--- config.mk ---
export PLATFORM = sky130hd
export DESIGN_NAME = dsp7seg_contador_n
export DESIGN_NICKNAME = d
export VERILOG_FILES = /design/src/rtl/dsp7seg_pkg.sv /design/src/rtl/bcd_digit.sv /design/src/rtl/dsp7seg_contador_n.sv
export SDC_FILE = /design/constraint.sdc
export NUM_CORES = 1
export LEC_CHECK = 0
export BUFFER_PORTS_ARGS = -buffer_cell sky130_fd_sc_hd__buf_2
export CAP_MARGIN = 20
export CORE_UTILIZATION = 54
export CTS_CLUSTER_SIZE = 25
export DETAILED_ROUTE_END_ITERATION = 8
export PLACE_DENSITY = 0.84
export SYNTH_ARGS = -nofsm -noshare
export SYNTH_HDL_FRONTEND = slang
export SYNTH_SLANG_ARGS = --single-unit
--- constraint.sdc ---
create_clock -name FPGA_CLK -period 2.3 [get_ports FPGA_CLK]
set_input_delay 0.23 -clock FPGA_CLK [delete_from_list [all_inputs] [get_ports FPGA_CLK]]
set_output_delay 0.23 -clock FPGA_CLK [all_outputs]
set_load 0.01 [all_outputs]
--- src/rtl/dsp7seg_pkg.sv ---
// Shared types, 7-segment code constants and BCD-to-segment decoder for dsp7seg_contador_n.
// Codes are stored in active-low form; bcd_to_seg inverts them for active-high panels.
package dsp7seg_pkg;

    typedef logic [3:0] bcd_t;

    typedef enum logic {
        DIR_DOWN = 1'b0,
        DIR_UP   = 1'b1
    } count_dir_e;

    localparam logic [7:0] SEG_0     = 8'hC0;
    localparam logic [7:0] SEG_1     = 8'hF9;
    localparam logic [7:0] SEG_2     = 8'hA4;
    localparam logic [7:0] SEG_3     = 8'hB0;
    localparam logic [7:0] SEG_4     = 8'h99;
    localparam logic [7:0] SEG_5     = 8'h92;
    localparam logic [7:0] SEG_6     = 8'h82;
    localparam logic [7:0] SEG_7     = 8'hF8;
    localparam logic [7:0] SEG_8     = 8'h80;
    localparam logic [7:0] SEG_9     = 8'h90;
    localparam logic [7:0] SEG_BLANK = 8'hFF;

    // Non-decimal codes A-F fall through to blank
    function automatic logic [7:0] bcd_to_seg(input bcd_t digit, input logic active_low);
        logic [7:0] code;
        case (digit)
            4'd0:    code = SEG_0;
            4'd1:    code = SEG_1;
            4'd2:    code = SEG_2;
            4'd3:    code = SEG_3;
            4'd4:    code = SEG_4;
            4'd5:    code = SEG_5;
            4'd6:    code = SEG_6;
            4'd7:    code = SEG_7;
            4'd8:    code = SEG_8;
            4'd9:    code = SEG_9;
            default: code = SEG_BLANK;
        endcase
        return active_low ? code : ~code;
    endfunction

endpackage

--- src/rtl/bcd_digit.sv ---
// One decade of the BCD up/down counter chain: steps on 'step', rolls 9->0 or 0->9,
// and raises 'carry' (carry or borrow) combinationally so the next decade steps on the same edge.
module bcd_digit
    import dsp7seg_pkg::*;
(
    input  logic clk,
    input  logic rst,
    input  logic clr,
    input  logic step,
    input  logic dir,
    output bcd_t value,
    output logic carry
);

    logic at_limit;

    assign at_limit = (dir == DIR_UP) ? (value == 4'd9) : (value == 4'd0);
    assign carry    = step & at_limit;

    always_ff @(posedge clk) begin
        if (rst || clr) begin
            value <= '0;
        end else if (step) begin
            if (at_limit) begin
                value <= (dir == DIR_UP) ? 4'd0 : 4'd9;
            end else if (dir == DIR_UP) begin
                value <= value + 4'd1;
            end else begin
                value <= value - 4'd1;
            end
        end
    end

endmodule

--- src/rtl/dsp7seg_contador_n.sv ---
// N-digit BCD up/down counter with time-multiplexed 7-segment driver.
// Optional macro LEADING_ZERO_BLANK_EN blanks leading zero digits (digit 0 always shown).
module dsp7seg_contador_n
    import dsp7seg_pkg::*;
#(
    parameter int CLK_HZ     = 50_000_000,
    parameter int TICK_HZ    = 1,
    parameter int SCAN_HZ    = 1000,
    parameter int N_DIG      = 4,
    parameter bit ACTIVE_LOW = 1'b1
) (
    input  logic               FPGA_CLK,
    input  logic               FPGA_RST,
    input  logic               EN,
    input  logic               DIR,
    input  logic               CLR,
    output logic [7:0]         SEG,
    output logic [N_DIG-1:0]   DIG,
    output logic [4*N_DIG-1:0] BCD,
    output logic               WRAP
);

    localparam int DIV_T = CLK_HZ / TICK_HZ;
    localparam int DIV_S = CLK_HZ / SCAN_HZ;
    localparam int TW    = $clog2(DIV_T);
    localparam int SW    = $clog2(DIV_S);
    localparam int IW    = (N_DIG > 1) ? $clog2(N_DIG) : 1;

    if (DIV_T < 2 || DIV_S < 2 || N_DIG < 1 || N_DIG > 8) begin : g_param_check
        $error("dsp7seg_contador_n: illegal parameters (DIV_T=%0d DIV_S=%0d N_DIG=%0d)", DIV_T, DIV_S, N_DIG);
    end

    logic [TW-1:0]    tick_cnt;
    logic             tick;
    logic [N_DIG:0]   step;
    bcd_t             digit_val [N_DIG];
    logic [SW-1:0]    scan_cnt;
    logic             scan_tick;
    logic [IW-1:0]    idx;
    logic [IW-1:0]    next_idx;
    logic [N_DIG-1:0] dig_onehot;
    logic [N_DIG-1:0] blank;
    logic [7:0]       seg_next;

    // Prescaler freezes with EN low so a paused interval resumes where it left off
    assign tick = EN && (tick_cnt == TW'(DIV_T - 1));

    always_ff @(posedge FPGA_CLK) begin
        if (FPGA_RST || CLR) begin
            tick_cnt <= '0;
        end else if (EN) begin
            tick_cnt <= tick ? '0 : tick_cnt + TW'(1);
        end
    end

    assign step[0] = tick;

    for (genvar k = 0; k < N_DIG; k++) begin : g_digit
        bcd_digit u_digit (
            .clk   (FPGA_CLK),
            .rst   (FPGA_RST),
            .clr   (CLR),
            .step  (step[k]),
            .dir   (DIR),
            .value (digit_val[k]),
            .carry (step[k+1])
        );
        assign BCD[4*k +: 4] = digit_val[k];
    end

    // Carry out of the top decade is the wrap; a simultaneous clear suppresses it
    always_ff @(posedge FPGA_CLK) begin
        if (FPGA_RST) begin
            WRAP <= 1'b0;
        end else begin
            WRAP <= step[N_DIG] && !CLR;
        end
    end

`ifdef LEADING_ZERO_BLANK_EN
    logic higher_zero;

    always_comb begin
        higher_zero = 1'b1;
        blank       = '0;
        for (int j = N_DIG - 1; j > 0; j--) begin
            higher_zero = higher_zero && (digit_val[j] == 4'd0);
            blank[j]    = higher_zero;
        end
    end
`else
    assign blank = '0;
`endif

    assign scan_tick = (scan_cnt == SW'(DIV_S - 1));

    always_comb begin
        next_idx   = (idx == IW'(N_DIG - 1)) ? '0 : idx + IW'(1);
        dig_onehot = '0;
        dig_onehot[next_idx] = 1'b1;
        seg_next   = blank[next_idx] ? (ACTIVE_LOW ? SEG_BLANK : ~SEG_BLANK)
                                     : bcd_to_seg(digit_val[next_idx], ACTIVE_LOW);
    end

    // DIG and SEG load together on the scan tick so the pins never show a mismatched pair
    always_ff @(posedge FPGA_CLK) begin
        if (FPGA_RST) begin
            scan_cnt <= '0;
            idx      <= '0;
            DIG      <= ACTIVE_LOW ? ~N_DIG'(1) : N_DIG'(1);
            SEG      <= bcd_to_seg(4'd0, ACTIVE_LOW);
        end else begin
            scan_cnt <= scan_tick ? '0 : scan_cnt + SW'(1);
            if (scan_tick) begin
                idx <= next_idx;
                DIG <= ACTIVE_LOW ? ~dig_onehot : dig_onehot;
                SEG <= seg_next;
            end
        end
    end

endmodule

==> impl_metrics.csv <==
group,metric,value,unit
run_status,status,"completed",
timing,timing.fmax,461.4,MHz
synth,synth.avg_cell_area,8.787,um2
timing,fin_crit,2.167,ns
timing,fin_ws,0.1329,ns
detailed_routing,wl,8996,um
critical_path,crit_fanout,6,
placed_design,portBuffers,32,
global_route,grt_pass1_vias,3397,
cts,cts_tree,"done",
worst_hold_path,hold_depth,3,
timing,skew,0.005464,ns
worst_hold_path,hold_path_class,"in2reg",
detailed_routing,vias_per_cell,5.681,
timing,setup_viol_count_final,0,
global_route,grtUsageTotal,0.2320,
critical_path,r2r_start,"tick_cnt[0]$_SDFFE_PP0P_",
floorplan,start_util,0.5664,
layout,post-route-util,0.6392,
timing,finalCritPeriodShare,0.9422,
global_route,antenna_found_initial,1,
cts,clock_latency,0.34,ns
layout,layout_common_cells,"nor2_1 (73), dfxtp_1 (72), nand2_1 (35), buf_2 (32), nand3_1 (26)",
synth,ys_ff_latch,72,
layout,fillCellCount,589,
critical_path,crit_path_top_delay_cell,"nor4_1",
timing,slew_violations,0,
synth,synthesis.area,4174,um2
synth,ys_seq_area_frac,0.3453,
critical_path,reg2regPathDepth,6,
pwr,power_density,546.6,nW/um2
detailed_routing,drt_iter0_drc,202,
synth,synth_ff_type,"dfxtp_1",
cts,cts_buffers,9,
detailed_routing,firstDrtPassIters,4,
placed_design,placed_cells,601,
layout,regArea,1441,um2
cts,clk_path_buf_depth,2,
floorplan,ioPinCount,34,
synth,yosys_warnings,0,
floorplan,fp-row-count,31,
critical_path,ff2ff_setup_slack,0.13,ns
timing,worst_pin_slew,0.6780,ns
global_route,grt_pass1_wl,15450,um
synth,yosysUniqueCellTypes,62,
cts,postCtsSetupBuffers,0,
synth,netlist_instances,475,
critical_path,end_kind,"flop",
layout,stdcell_count,618,
placed_design,gp_congestion,0.8792,
synth,synthArstFlopShare,0,
detailed_routing,drc,0,
floorplan,dieArea,8086,um2
timing,rsz0062_at_grt,"no",
critical_path,crit_required,2.58,ns
critical_path,cp-start-kind,"flop",
worst_hold_path,min-delay-start,"EN",
critical_path,worst_ep_arrival_time,2.44,ns
global_route,grt_max_degree,22,
cts,clock_tree.root_cell,"clkbuf_8",
critical_path,worstPathCellList,"ha_1, and4_1, nand3_1, nor4_1, nand3_1, a21oi_1",
critical_path,critical_path_class,"reg2reg",
critical_path,slowest_delay,0.64,ns
worst_hold_path,whs_endpoint,"tick_cnt[1]$_SDFFE_PP0P_",
cts,clock_sink_count,72,
floorplan,die_y,89.92,um
global_route,gr-total-overflow,0,
placed_design,dp_slack,0.05873,ns
critical_path,r2r_end,"g_digit[0].u_digit.value[2]$_SDFFE_PP0N_",
synth,synth_edf_count,0,
detailed_routing,ant_nets,0,
timing,hold_viol,0,
timing,fin_setup_tns,0,ns
layout,final_nets,542,
floorplan,die_x,89.92,um
layout,multi_input_area,2554,um2
pwr,power.leakage,1.821,nW
critical_path,cp_num_buf_inv,0,
cts,path_clk_slew,0.08,ns
layout,drive_gt1_frac,0.1718,
run,maxCapViolations,0,
detailed_routing,routedWlPerCell,14.56,um
layout,area_growth,12.86,%
timing,maxSlewHeadroom,0.5438,
pwr,irDropWorstVdd,0.5712,mV
placed_design,dpl_cell_area,4449,um2
layout,postLayoutCellArea,4711,um2
layout,final_common_cell,"nor2_1",
detailed_routing,num_vias,3511,
floorplan,core-area,7370,um2
critical_path,cp_top_family,"simple AND/OR/NAND/NOR gates",
cts,cts_max_level,3,
synth,syn_nets,504,
critical_path,crit_top_cell,"nand3_1",
placed_design,dp_hpwl,6419,um
==> per-layer routing <==
metal  track usage  share of wire  vias to the layer above
met4       0.06720          0.019                        0
met3       0.06007          0.045                       17
met5             0              0                        -
met1        0.2938           0.47                     1654
met2        0.3897           0.47                       97
li1              -              -                     1743
==> what timing repair did <==
item	in CTS	in global routing
resized for setup	0	3
hold buffers	0	0
endpoints found under the setup margin	0	6
==> power breakdown <==
group	switching, mW	total (mW)	leakage (nW)	internal, mW
clock	0.495	1.22	0.119	0.722
sequential	0.00510	1.26	0.581	1.25
combinational	0.0637	0.102	1.12	0.0385
total	0.564	2.57	1.82	2.01
==> Yosys cell counts, drive strengths merged (2+ instances only) <==
cell type	n	share of area
nor4b	4	0.011
nand2	36	0.034
a21oi	16	0.019
dfxtp	72	0.35
nand4	12	0.021
xnor2	25	0.052
a211oi	5	0.0090
a21o	5	0.0090
nand3	27	0.034
nor3	16	0.020
nor4	13	0.029
o21a	6	0.011
and4	7	0.015
nand2b	6	0.0090
buf	12	0.025
mux4	4	0.022
inv	16	0.014
a211o	3	0.0063
and3	8	0.012
nor3b	3	0.0054
and2	3	0.0045
mux2i	11	0.026
a32o	2	0.0048
xor2	20	0.042
o21ai	6	0.0072
fa	4	0.019
or2	2	0.0030
o22ai	2	0.0030
or4	2	0.0048
or3	8	0.013
a31oi	2	0.0030
nor2	74	0.067
ha	20	0.060
clkbuf	8	0.0072
nand3b	3	0.0054
==> through the flow <==
step | hold slack, ns | power, mW
after floorplan | 0.3819 | 1.355
after global placement | 0.4391 | 1.382
after detailed placement | 0.4491 | 1.385
after CTS | 0.2111 | 2.592
after global routing | 0.2353 | 2.657
final | 0.2121 | 2.575
==> state kept, by name, summed over array words and instances (netlist names) <==
name and cells:
DIG 4, WRAP 1, tick_cnt 26, idx 2, scan_cnt 16, g_digit.u_digit.value 16
SEG 7
==> how the worst max path moves through the flow <==
stage / depth (start not counted) / end / slack, ns / from
after floorplan: 9 / SEG[3]$_SDFFE_PP0P_ / 0.08 / idx[0]$_SDFFE_PP0P_
after global placement: 8 / SEG[3]$_SDFFE_PP0P_ / 0.13 / idx[0]$_SDFFE_PP0P_
after detailed placement: 8 / SEG[3]$_SDFFE_PP0P_ / 0.06 / idx[1]$_SDFFE_PP0P_
after CTS: 8 / SEG[0]$_SDFFE_PP0P_ / 0.04 / idx[1]$_SDFFE_PP0P_
after global routing: 7 / tick_cnt[8]$_SDFFE_PP0P_ / 0.009 / tick_cnt[0]$_SDFFE_PP0P_
final: 6 / g_digit[0].u_digit.value[2]$_SDFFE_PP0N_ / 0.13 / tick_cnt[0]$_SDFFE_PP0P_
==> cell type report <==
type                    count  share of cell area
multi-input cells         367              0.5421
flip-flops and latches     72              0.3060
repair buffers             47             0.06056
clock buffers               9             0.02629
well taps                  99             0.02629
clock inverters             7             0.02550
inverters                  16             0.01275
diodes                      1           0.0005312
==> worst min-delay path, stage by stage <==
cell and delay, ns:
buf_2 0.15, nand3_1 0.07, a21oi_1 0.06
==> kinds of logic after synthesis <==
logic type               after synthesis  share of synthesized area
flip-flops                            72                     0.3453
AND/OR/NAND/NOR                      229                     0.2983
XOR/XNOR                              45                    0.09442
multiplexers                          16                    0.05156
other                                  1                  0.0008984
AO/OA/AOI/OAI                         52                    0.08394
buffers and inverters                 36                    0.04646
adder cells (fa/ha/maj)               24                    0.07914
(Power assumes the default switching activity.)
